### config.mk
export PLATFORM = sky130hd
export DESIGN_NAME = mix_columns_seq_flat
export DESIGN_NICKNAME = d
export VERILOG_FILES = /design/src/rtl/mix_columns_seq_if.sv /design/src/rtl/mix_columns_seq.sv /design/src/flat_wrapper.sv
export SDC_FILE = /design/constraint.sdc
export NUM_CORES = 1
export LEC_CHECK = 0
export CORE_ASPECT_RATIO = 2
export CORE_UTILIZATION = 47
export DETAILED_ROUTE_END_ITERATION = 8
export PLACE_DENSITY = 0.76
export SYNTH_ARGS = -nofsm -noshare
export SYNTH_HDL_FRONTEND = slang
export SYNTH_SLANG_ARGS = --single-unit
### constraint.sdc
create_clock -name clk -period 2.6 [get_ports clk]
set_clock_uncertainty 0.1 [all_clocks]
set_input_delay 0.52 -clock clk [delete_from_list [all_inputs] [get_ports clk]]
set_output_delay 0.52 -clock clk [all_outputs]
set_load 0.1 [all_outputs]
### src/rtl/mix_columns_seq_if.sv
// Handshake bundle for the sequential MixColumns stage.
// master drives the input side and consumes results; slave is the stage.
interface mix_columns_seq_if;
  logic         in_valid;
  logic         in_ready;
  logic [127:0] state_in;
  logic         bypass;
  logic         out_valid;
  logic         out_ready;
  logic [127:0] state_out;
  logic         busy;

  modport master (
    output in_valid,
    output state_in,
    output bypass,
    output out_ready,
    input  in_ready,
    input  out_valid,
    input  state_out,
    input  busy
  );

  modport slave (
    input  in_valid,
    input  state_in,
    input  bypass,
    input  out_ready,
    output in_ready,
    output out_valid,
    output state_out,
    output busy
  );
endinterface

### src/rtl/mix_columns_seq.sv
// AES MixColumns / InvMixColumns, one 32-bit column per cycle.
// Final-round blocks bypass the mixer and go straight to the output register.
module mix_columns_seq #(
  parameter bit INVERSE = 1'b0
) (
  input logic              clk,
  input logic              rst,
  mix_columns_seq_if.slave bus
);

  typedef enum logic [1:0] {
    IDLE = 2'd0,
    CALC = 2'd1,
    DONE = 2'd2
  } state_t;

  state_t       state_q;
  state_t       state_d;
  logic [1:0]   col_cnt_q;
  logic [127:0] st_q;
  logic [127:0] state_out_q;
  logic         out_valid_q;
  logic [31:0]  col_in;
  logic [31:0]  col_mix;

  function automatic logic [7:0] xt(
    input logic [7:0] x
  );
    return {x[6:0], 1'b0} ^ (x[7] ? 8'h1B : 8'h00);
  endfunction

  // Constant coefficients fold this down to a few xors.
  function automatic logic [7:0] gmul(
    input logic [7:0] x,
    input logic [3:0] c
  );
    logic [7:0] x2;
    logic [7:0] x4;
    logic [7:0] x8;
    x2 = xt(x);
    x4 = xt(x2);
    x8 = xt(x4);
    return ({8{c[0]}} & x)
         ^ ({8{c[1]}} & x2)
         ^ ({8{c[2]}} & x4)
         ^ ({8{c[3]}} & x8);
  endfunction

  // Output row r takes coefficient k[(j-r) mod 4] for input row j.
  function automatic logic [31:0] mix(
    input logic [31:0] a
  );
    logic [3:0]  k [4];
    logic [7:0]  ab [4];
    logic [7:0]  acc;
    logic [1:0]  idx;
    logic [31:0] b;
    if (INVERSE) begin
      k = '{4'hE, 4'hB, 4'hD, 4'h9};
    end else begin
      k = '{4'h2, 4'h3, 4'h1, 4'h1};
    end
    for (int i = 0; i < 4; i++) begin
      ab[i] = a[31-8*i -: 8];
    end
    b = '0;
    for (int r = 0; r < 4; r++) begin
      acc = '0;
      for (int j = 0; j < 4; j++) begin
        idx = 2'(j - r);
        acc = acc ^ gmul(ab[j], k[idx]);
      end
      b[31-8*r -: 8] = acc;
    end
    return b;
  endfunction

  always_comb begin
    col_in = st_q[127:96];
    unique case (col_cnt_q)
      2'd0: col_in = st_q[127:96];
      2'd1: col_in = st_q[95:64];
      2'd2: col_in = st_q[63:32];
      2'd3: col_in = st_q[31:0];
      default: col_in = st_q[127:96];
    endcase
  end

  assign col_mix = mix(col_in);

  always_ff @(posedge clk) begin
    if (rst) begin
      state_q <= IDLE;
    end else begin
      state_q <= state_d;
    end
  end

  always_comb begin
    state_d = state_q;
    unique case (state_q)
      IDLE: begin
        if (bus.in_valid) begin
          state_d = bus.bypass ? DONE : CALC;
        end
      end
      CALC: begin
        if (col_cnt_q == 2'd3) begin
          state_d = DONE;
        end
      end
      DONE: begin
        if (out_valid_q && bus.out_ready) begin
          state_d = IDLE;
        end
      end
      default: state_d = IDLE;
    endcase
  end

  always_ff @(posedge clk) begin
    if (rst) begin
      col_cnt_q   <= '0;
      st_q        <= '0;
      state_out_q <= '0;
      out_valid_q <= 1'b0;
    end else begin
      unique case (state_q)
        IDLE: begin
          if (bus.in_valid) begin
            st_q      <= bus.state_in;
            col_cnt_q <= '0;
          end
        end
        CALC: begin
          unique case (col_cnt_q)
            2'd0: st_q[127:96] <= col_mix;
            2'd1: st_q[95:64]  <= col_mix;
            2'd2: st_q[63:32]  <= col_mix;
            2'd3: st_q[31:0]   <= col_mix;
            default: st_q <= st_q;
          endcase
          col_cnt_q <= col_cnt_q + 2'd1;
        end
        DONE: begin
          // First DONE cycle loads the result; later cycles wait for ready.
          if (!out_valid_q) begin
            out_valid_q <= 1'b1;
            state_out_q <= st_q;
          end else if (bus.out_ready) begin
            out_valid_q <= 1'b0;
          end
        end
        default: out_valid_q <= 1'b0;
      endcase
    end
  end

  assign bus.in_ready  = (state_q == IDLE) && !rst;
  assign bus.busy      = (state_q != IDLE);
  assign bus.out_valid = out_valid_q;
  assign bus.state_out = state_out_q;

endmodule

### src/flat_wrapper.sv
// flat-port wrapper written by rule: the top's interface ports become plain ports
module mix_columns_seq_flat 
#(
  parameter bit INVERSE = 1'b0
)
  (clk, rst, bus_in_valid, bus_state_in, bus_bypass, bus_out_ready, bus_in_ready, bus_out_valid, bus_state_out, bus_busy);
  mix_columns_seq_if bus_i ();
  input logic clk;
  input logic rst;
  input wire logic [$bits(bus_i.in_valid)-1:0] bus_in_valid;
  input wire logic [$bits(bus_i.state_in)-1:0] bus_state_in;
  input wire logic [$bits(bus_i.bypass)-1:0] bus_bypass;
  input wire logic [$bits(bus_i.out_ready)-1:0] bus_out_ready;
  output wire logic [$bits(bus_i.in_ready)-1:0] bus_in_ready;
  output wire logic [$bits(bus_i.out_valid)-1:0] bus_out_valid;
  output wire logic [$bits(bus_i.state_out)-1:0] bus_state_out;
  output wire logic [$bits(bus_i.busy)-1:0] bus_busy;
  assign bus_i.in_valid = bus_in_valid;
  assign bus_i.state_in = bus_state_in;
  assign bus_i.bypass = bus_bypass;
  assign bus_i.out_ready = bus_out_ready;
  assign bus_in_ready = bus_i.in_ready;
  assign bus_out_valid = bus_i.out_valid;
  assign bus_state_out = bus_i.state_out;
  assign bus_busy = bus_i.busy;
  mix_columns_seq #(.INVERSE(INVERSE)) u_core (.clk(clk), .rst(rst), .bus(bus_i));
endmodule
======== Word-level counts from Yosys, hierarchy flattened ========
Cells that the tools add are included.
storage, ports and cells
  input bits .............................. 133
  register bits after elaboration ......... 261
cells by class
  equal/unequal tests ..................... 11
  bitwise operators ....................... 21
  reduce and logical (&&, ||, !) cells .... 15
  $add $sub $neg .......................... 1
  mux-type cells .......................... 21
operator list
  operator                                                count
  one-hot mux 128 bit (2 select lines)                    1
  bitwise XOR 8 bit                                       19
  two-way mux 128 bit                                     1
  two-way mux 32 bit                                      4
  one-hot mux 32 bit (4 select lines)                     1
  two-way mux 5 bit                                       4
  AND reduction 3 bit                                     5
  two-way mux 2 bit                                       5
  bitwise XOR 8 x 5 -> 8 bit                              1
  == test 2 bit (second input constant)                   3
  inequality test 2 x 1 -> 1 bit (second input constant)  3
  inequality test 2 bit (second input constant)           3
  one-hot mux 2 bit (3 select lines)                      1
  == test 2 x 1 -> 1 bit (second input constant)          2
  zero test 2 bit                                         2
  one-hot mux 2 bit (2 select lines)                      1
  AND reduction 2 bit                                     2
  nonzero test 2 bit                                      2
  adder 2 x 1 -> 2 bit (second input constant)            1
  logical AND 1 bit                                       2
  two-way mux 1 bit                                       2
  one-hot mux 1 bit (2 select lines)                      1
  OR reduction 2 bit                                      1
  zero test 1 bit                                         1
  inverter 1 bit                                          1

======== Longest topological paths before layout ========
Gate-level depths: netlist of the first run.
  depth in word-level cells ............... 10
  gate-level depth with buffers ........... 11
  depth with buffers taken out ............ 8

======== Worst setup path after synthesis of the first run ========
Ideal clock, no wire load.
  kind .................................... reg2out
  from .................................... reg u_core.state_q[1]
  to ...................................... out bus_in_ready
  cell stages (with the launch flop) ...... 5
  slack ................................... -567 ps
  data required time ...................... 1980 ps
  data arrival time ....................... 2547 ps
  cells stage by stage .................... dfxtp_1 > clkbuf_1 > clkbuf_1 > or2_2 > nor2_1
on the way
  cells in the longest elaborated chain, start to end .. 2
RTL lines
  what                    line                    source
  from (decl)             mix_columns_seq.sv:17   state_t state_q;
  from (signal assigned)  mix_columns_seq.sv:95   state_q <= state_d;
  zero test 2 bit         mix_columns_seq.sv:159  assign bus.in_ready = (state_q == IDLE) && !rst;
  logical AND 1 bit       mix_columns_seq.sv:159
  to (decl)               flat_wrapper.sv:14      output wire logic [$bits(bus_i.in_ready)-1:0] bus_in_ready;
No other way between the ends.

======== Final worst setup path of the first run ========
  from .................................... reg u_core.col_cnt_q[1]
  to ...................................... reg u_core.st_q[106]
on the way
  cells in the longest elaborated chain, start to end .. 7
  elaborated cells on any way between the ends .. 15
  those cells by class .................... 4 x eq/ne; 3 x mux; 6 x bitwise; 2 x reduce/logical
RTL lines
  what                                         line                                          source
  from (decl)                                  mix_columns_seq.sv:19                         logic [1:0] col_cnt_q;
  from (signal assigned)                       mix_columns_seq.sv:143                        col_cnt_q <= col_cnt_q + 2'd1;
  == test 2 bit, or another cell as far along  mix_columns_seq.sv:80                         unique case (col_cnt_q)
  one-hot mux 32 bit (4 select lines)          mix_columns_seq.sv:80
  bitwise XOR 8 bit, on equally long branches  n/a
  bitwise XOR 8 bit, on equally long branches  mix_columns_seq.sv:71, mix_columns_seq.sv:44
  bitwise XOR 8 bit                            mix_columns_seq.sv:71                         acc = acc ^ gmul(ab[j], k[idx]);
  two-way mux 32 bit                           mix_columns_seq.sv:136                        unique case (col_cnt_q)
  one-hot mux 128 bit (2 select lines)         mix_columns_seq.sv:128                        unique case (state_q)
  to (signal assigned)                         mix_columns_seq.sv:131                        st_q <= bus.state_in;
  to (signal assigned)                         mix_columns_seq.sv:137                        2'd0: st_q[127:96] <= col_mix;
  to (signal assigned)                         mix_columns_seq.sv:141                        default: st_q <= st_q;
  to (decl)                                    mix_columns_seq.sv:20                         logic [127:0] st_q;
Parallel ways exist; a longest one is shown, timed or not. The select of a mux whose other input is x is not followed.
A chain may end at the register's enable or synchronous reset.

==> results of run 1 <==
==> cells in the final DEF (no fill, tap or decap), types with 7 or more instances in the layout <==
| cell type | netlist | layout |
|---|---|---|
| o21ai_1 | 14 | 28 |
| buf_12 | 0 | 21 |
| clkbuf_16 | 0 | 25 |
| nor2_1 | 61 | 57 |
| a22o_1 | 18 | 18 |
| or2_2 | 14 | 13 |
| dfxtp_1 | 261 | 259 |
| a21oi_1 | 233 | 220 |
| buf_6 | 4 | 28 |
| a21oi_2 | 0 | 12 |
| xor2_2 | 3 | 10 |
| nand2_1 | 336 | 333 |
| mux2i_2 | 0 | 9 |
| o21ai_0 | 73 | 54 |
| xnor2_4 | 0 | 7 |
| a222oi_1 | 32 | 32 |
| o21a_1 | 19 | 18 |
| mux2i_1 | 24 | 10 |
| o22ai_1 | 48 | 42 |
| a211o_1 | 13 | 13 |
| xor2_1 | 41 | 30 |
| and3_1 | 48 | 48 |
| clkdlybuf4s50_1 | 0 | 131 |
| buf_4 | 0 | 282 |
| xnor2_2 | 0 | 33 |
| xnor2_1 | 97 | 57 |
| o21ai_2 | 11 | 14 |
==> state kept, by name (all words and copies together), names as in the netlist <==
| name | cells |
|---|---|
| u_core.state_q | 2 |
| u_core.st_q | 128 |
| u_core.bus.out_valid | 1 |
| u_core.col_cnt_q | 2 |
| u_core.bus.state_out | 128 |
==> logic make-up after synthesis <==
logic type,after synthesis,share of synthesized area (%)
buf+inv,141,4.50
flops,261,41.7
mux,25,2.01
compound gates,492,23.9
fa+ha+maj,5,0.499
xor+xnor,145,10.8
simple gates,492,16.6
==> metal layers <==
metal  vias to the layer above  GRT usage (%)  wire (µm)
met5                         -              0          0
met4                         0           34.1       5590
met3                       199           3.16       3510
met2                       719           68.0      27800
met1                      6358           44.2      19600
li1                       6107              -          -
==> cell usage after synthesis, types with 3 or more instances <==
library cell	n
a21o_1	4
buf_2	4
o21a_1	19
a211o_1	13
buf_6	4
dfxtp_1	261
a21oi_1	233
xor2_2	3
clkbuf_1	120
and2_1	4
buf_1	6
and3_1	48
nand2b_1	4
nor3_1	6
xnor3_1	3
nand3_1	4
a311oi_1	7
nand3b_1	3
xnor2_1	97
o22ai_1	48
a22o_1	18
inv_1	5
nor2_1	61
nand2_1	336
xor2_1	41
a211oi_1	8
a222oi_1	32
mux2i_1	24
nor2b_1	4
o21ai_1	14
or2_2	14
or3_1	3
o21ai_0	73
o21ai_2	11
ha_1	5
==> path summary, 6_finish.rpt <==
| path | slack [ps] | end | from | cells after the start |
|---|---|---|---|---|
| setup / recovery | -100 | u_core.st_q[106] | u_core.col_cnt_q[1] | 11 |
| hold / removal | 260 | u_core.bus.state_out[50] | rst | 2 |
| setup reg to reg | -100 | u_core.st_q[106] | u_core.col_cnt_q[1] | 11 |
| hold reg to reg | 350 | u_core.bus.state_out[52] | u_core.bus.state_out[52] | 2 |
==> report_power, final <==
group / leakage [nW] / total (mW) / switching (mW) / internal, mW
registers: 2.13 / 4.73 / 0.440 / 4.29
logic: 4.68 / 4.96 / 2.78 / 2.19
clock network: 0.434 / 3.98 / 1.63 / 2.35
total: 7.24 / 13.7 / 4.84 / 8.83
==> layout make-up <==
cell class / instances / share of cell area, %
clock inverter: 13 / 1.11
multi-input combinational: 1159 / 41.6
sequential: 261 / 28.4
tap: 344 / 2.34
inverter: 7 / 0.156
clock buffer: 31 / 3.69
timing repair buffer: 463 / 22.7
==> repair_timing <==
item / 4_1_cts / 5_1_grt
cloned: 1 / 0
endpoints found under the hold margin: 0 / 0
resized for setup: 75 / 109
setup buffers: 27 / 14
endpoints found under the setup margin: 116 / 126
pin swaps: 38 / 60
hold buffers: 0 / 0
==> stage by stage <==
stage	hold WS, ps	instances
CTS	241	2268
global placement	343	2196
global route	275	2278
floorplan	339	1561
detailed placement	347	2196
finish	265	2278
==> results_dict.tcl, run 1 <==
set metrics [dict create \
    cap_violations 0 \
    ios 264 \
    routed_wl_mm 56.5 \
    n_antenna_cell 0 \
    setup_viol_count_final 57 \
    pre_cts_slack_ps -379 \
    yosys.area.top_type "dfxtp_1" \
    multi_input_area_mm2 0.00765 \
    start_util_pct 47.7 \
    finalCriticalPeriod_ps 2700 \
    crit_type "register to register" \
    fillCellCount 2157 \
    holdCritPathClass "primary input to register" \
    placed_area_mm2 0.0163 \
    syn_inst 1561 \
    crit_family "compound AO/OA/AOI/OAI gates" \
    avgSynthCellArea_um2 8.03 \
    rows 84 \
    syn_to_final_growth_pct 46.7 \
    core_area_mm2 0.0263 \
    dp_hpwl_mm 41.6 \
    cts_root_buffer "clkbuf_16" \
    yosys-top-cells-area "dfxtp_1, nand2_1, a21oi_1, xnor2_1, clkbuf_1" \
    clkTransAtPathRegs_ps 70 \
    synth_edf_count 0 \
    syn-cell-area_mm2 0.0125 \
    regArea_mm2 0.00523 \
    grt_pass1_vias 12737 \
    final_area_mm2 0.0184 \
    crit_fanout 19 \
    via_per_inst 5.87 \
    crit_required_ps 2990 \
    synth_cell_types 52 \
    grt_pass1_wl_mm 79.8 \
    rsz0062_at_grt "yes" \
    ys_ff_latch 261 \
    final_nets 2054 \
    post_drt_wl_per_cell_um 24.8 \
    p_per_area_mw_per_mm2 744 \
    ys_async_sr_fraction_pct 0 \
    status "finished, violations left" \
    startpoint_type "register" \
    final_core_util_pct 70.0 \
    grt_max_degree 93 \
    slowest_delay_ps 380 \
    worst_slew_pin_slew_ps 725 \
    slew_violations 0 \
    first_pass_iters 6 \
    cts_tree "done" \
    numCtsBuffers 24 \
    die_h_um 233 \
    drtAntennaViolNets 0 \
    vias 13383 \
    critPathBufInv 4 \
    first_iter_violations 1604 \
    power_mw 13.7 \
    cts_sinks 261 \
    grt_remaining_overflow 0 \
    gp_congestion 0.960 \
    drive_above_1_share_pct 27.1 \
    htreeDepth 1 \
    yosysSeqAreaShare_pct 41.7 \
    timing_hold_violations_final 0 \
    clock_path_buffers 3 \
    place.port_buffers 263 \
    dieWidth_um 117 \
    slowest_stage "dfxtp_4" \
    leakage_nw 7.24 \
    failed_checks "negative setup slack" \
    track_usage_pct 39.6 \
    fmax_mhz 370 \
    insertion_delay_ps 550 \
    drc 0 \
    fp.dieArea_mm2 0.0274 \
    end_kind "register" \
    worst_slack_ps -102 \
    fin_tns_setup_ps -1910 \
    ir_drop_mv 0.683 \
    crit_arrival_ps 3090 \
    path_cells "inv_4, ha_4, buf_12, a222oi_1, buf_4, xnor2_2, o21ai_4, buf_6, xor2_4, mux2i_4, a22o_1" \
    ys_warn_count 0 \
    synthFlopType "dfxtp_1" \
    period_share_pct 104 \
    synth_top_area_share_pct 41.7 \
    syn_nets 1699 \
    antenna_found_initial 0 \
    slew_headroom_pct 51.1 \
]
Note: power is estimated with default switching activity, not from simulation.
==> inputs of run 2 (changes only) <==
--- a/config.mk
+++ b/config.mk
@@ -5,8 +5,10 @@
 export SDC_FILE = /design/constraint.sdc
 export NUM_CORES = 1
 export LEC_CHECK = 0
-export CORE_ASPECT_RATIO = 2
+export CORE_ASPECT_RATIO = 1.4
+export CORE_MARGIN = 2
 export CORE_UTILIZATION = 47
+export CTS_CLUSTER_SIZE = 25
 export DETAILED_ROUTE_END_ITERATION = 8
 export PLACE_DENSITY = 0.76
 export SYNTH_ARGS = -nofsm -noshare
==> run 2 against run 1 <==
  * The run still ends with negative setup slack left
  * Sequential power is essentially flat
  * Sequential cell count is the same
  * Clock power shrank 1%
  * Routed wire length shrank 4.8%
  * Worst hold slack gained 84 ps
  * Via count grew 2.1%
  * Cell count grew 0.83%
  * Critical endpoint is now u_core.st_q[94]
  * Global-route usage shrank 3.6 points
  * Design area grew 3.9%
  * Largest cell class unchanged
==> results_dict.tcl, run 2 (synthesis gave the netlist of run 1 again) <==
set metrics [dict create \
    grt_remaining_overflow 0 \
    reg2regPathDepth 11 \
    via_per_inst 5.95 \
    fmax_mhz 359 \
    rows 70 \
    clock_path_buffers 3 \
    p_per_area_mw_per_mm2 743 \
    min_from "rst" \
    numCtsBuffers 26 \
    timing_hold_violations_final 0 \
    antenna_found_initial 0 \
    vias 13660 \
    r2r_setup_slack_ps -190 \
    cts_root_buffer "clkbuf_16" \
    final_core_util_pct 72.9 \
    gp_congestion 1.01 \
    htreeDepth 1 \
    first_iter_violations 1618 \
    grt_pass1_vias 12958 \
    track_usage_pct 35.9 \
    fin_tns_setup_ps -7560 \
    grt_max_degree 120 \
    n_antenna_cell 0 \
    place.port_buffers 263 \
    setup_viol_count_final 98 \
    leakage_nw 7.58 \
    regArea_mm2 0.00523 \
    ir_drop_mv 0.555 \
    die_h_um 197 \
    startpoint_type "register" \
    fillCellCount 1990 \
    fp.dieArea_mm2 0.0280 \
    dp_hpwl_mm 38.3 \
    grt_pass1_wl_mm 76.7 \
    cap_violations 0 \
    post_drt_wl_per_cell_um 23.4 \
    drive_above_1_share_pct 31.0 \
    slew_headroom_pct 50.9 \
    worst_slew_pin_slew_ps 734 \
    failed_checks "negative setup slack" \
    crit_type "register to register" \
    holdPathStages 2 \
    drtAntennaViolNets 0 \
    multi_input_area_mm2 0.00808 \
    final_nets 2091 \
    status "finished, violations left" \
    crit_arrival_ps 3120 \
    first_pass_iters 8 \
    drc 0 \
    holdCritPathClass "primary input to register" \
    most-common-layout-cells "nand2_1, buf_4, dfxtp_1" \
    crit_required_ps 2930 \
    start_util_pct 47.9 \
    clkTransAtPathRegs_ps 70 \
    end_kind "register" \
    insertion_delay_ps 550 \
    worst_slack_ps -189 \
    power_mw 14.2 \
    ios 264 \
    finalCriticalPeriod_ps 2790 \
    rsz0062_at_grt "yes" \
    dieWidth_um 142 \
    slew_violations 0 \
    core_area_mm2 0.0262 \
    cts_hold_buf 0 \
    layout_commonest_cell "nand2_1" \
    r2r-start "u_core.col_cnt_q[1]" \
    critPathLaunch "u_core.col_cnt_q[1]" \
    routed_wl_mm 53.8 \
    regToRegEndpoint "u_core.st_q[94]" \
    cts_sinks 261 \
    crit_fanout 5 \
    worst_hold_path.endpoint "u_core.col_cnt_q[1]" \
    period_share_pct 107 \
    syn_to_final_growth_pct 52.4 \
    cts_tree "done" \
]
-- run 2: layout make-up --
cell class | instances | share of cell area [%]
Timing Repair Buffer | 498 | 23.4
Multi-Input combinational cell | 1159 | 42.3
Clock inverter | 12 | 0.786
Inverter | 7 | 0.151
Clock buffer | 36 | 3.82
Sequential cell | 261 | 27.4
Tap cell | 324 | 2.12
-- run 2: how the worst max path moves through the flow --
stage,to,cells after the start,slack (ps)
after floorplan,u_core.st_q[71],8,-10
after global placement,u_core.st_q[106],10,-500
after detailed placement,u_core.st_q[42],10,-510
after CTS,u_core.st_q[38],11,-120
after global routing,u_core.st_q[31],11,-300
final,u_core.st_q[94],11,-190
-- run 2: metal layers --
metal	global-route usage (%)	wire, µm	part of all wire [%]	up-vias
li1	-	-	-	6196
met1	45.6	20300	38	6516
met5	0	0	0	-
met2	58.0	25500	47	774
met4	21.0	3630	6.7	0
met3	5.26	4420	8.2	174
-- run 2: critical path, cell delays in order (launching register included) --
cell	delay (ps)
dfxtp_4	370
buf_6	120
ha_4	180
buf_12	140
a222oi_1	420
buf_4	230
xnor2_2	90
o21ai_2	260
xor2_2	220
mux2i_2	310
buf_4	190
o21ai_2	50
-- run 2: timing repair --
| action | 4_1_cts | 5_1_grt |
|---|---|---|
| endpoints found under the setup margin | 115 | 128 |
| buffers inserted | 34 | 18 |
| pin swaps | 101 | 132 |
| cloned | 1 | 1 |
| gates resized for setup | 127 | 149 |
-- run 2: power breakdown --
group,switching [mW],internal (mW)
sequential,0.417,4.30
clock,1.68,2.27
combinational,3.00,2.53
total,5.09,9.10
-- run 2: stage by stage --
stage	instances	cell area, µm²	hold slack, ps	setup WS, ps
global placement	2204	16400	344	-499
detailed placement	2204	16400	347	-511
CTS	2285	18200	322	-122
finish	2297	19100	349	-189
floorplan	1561	12600	339	-9.55
global route	2297	19100	362	-297
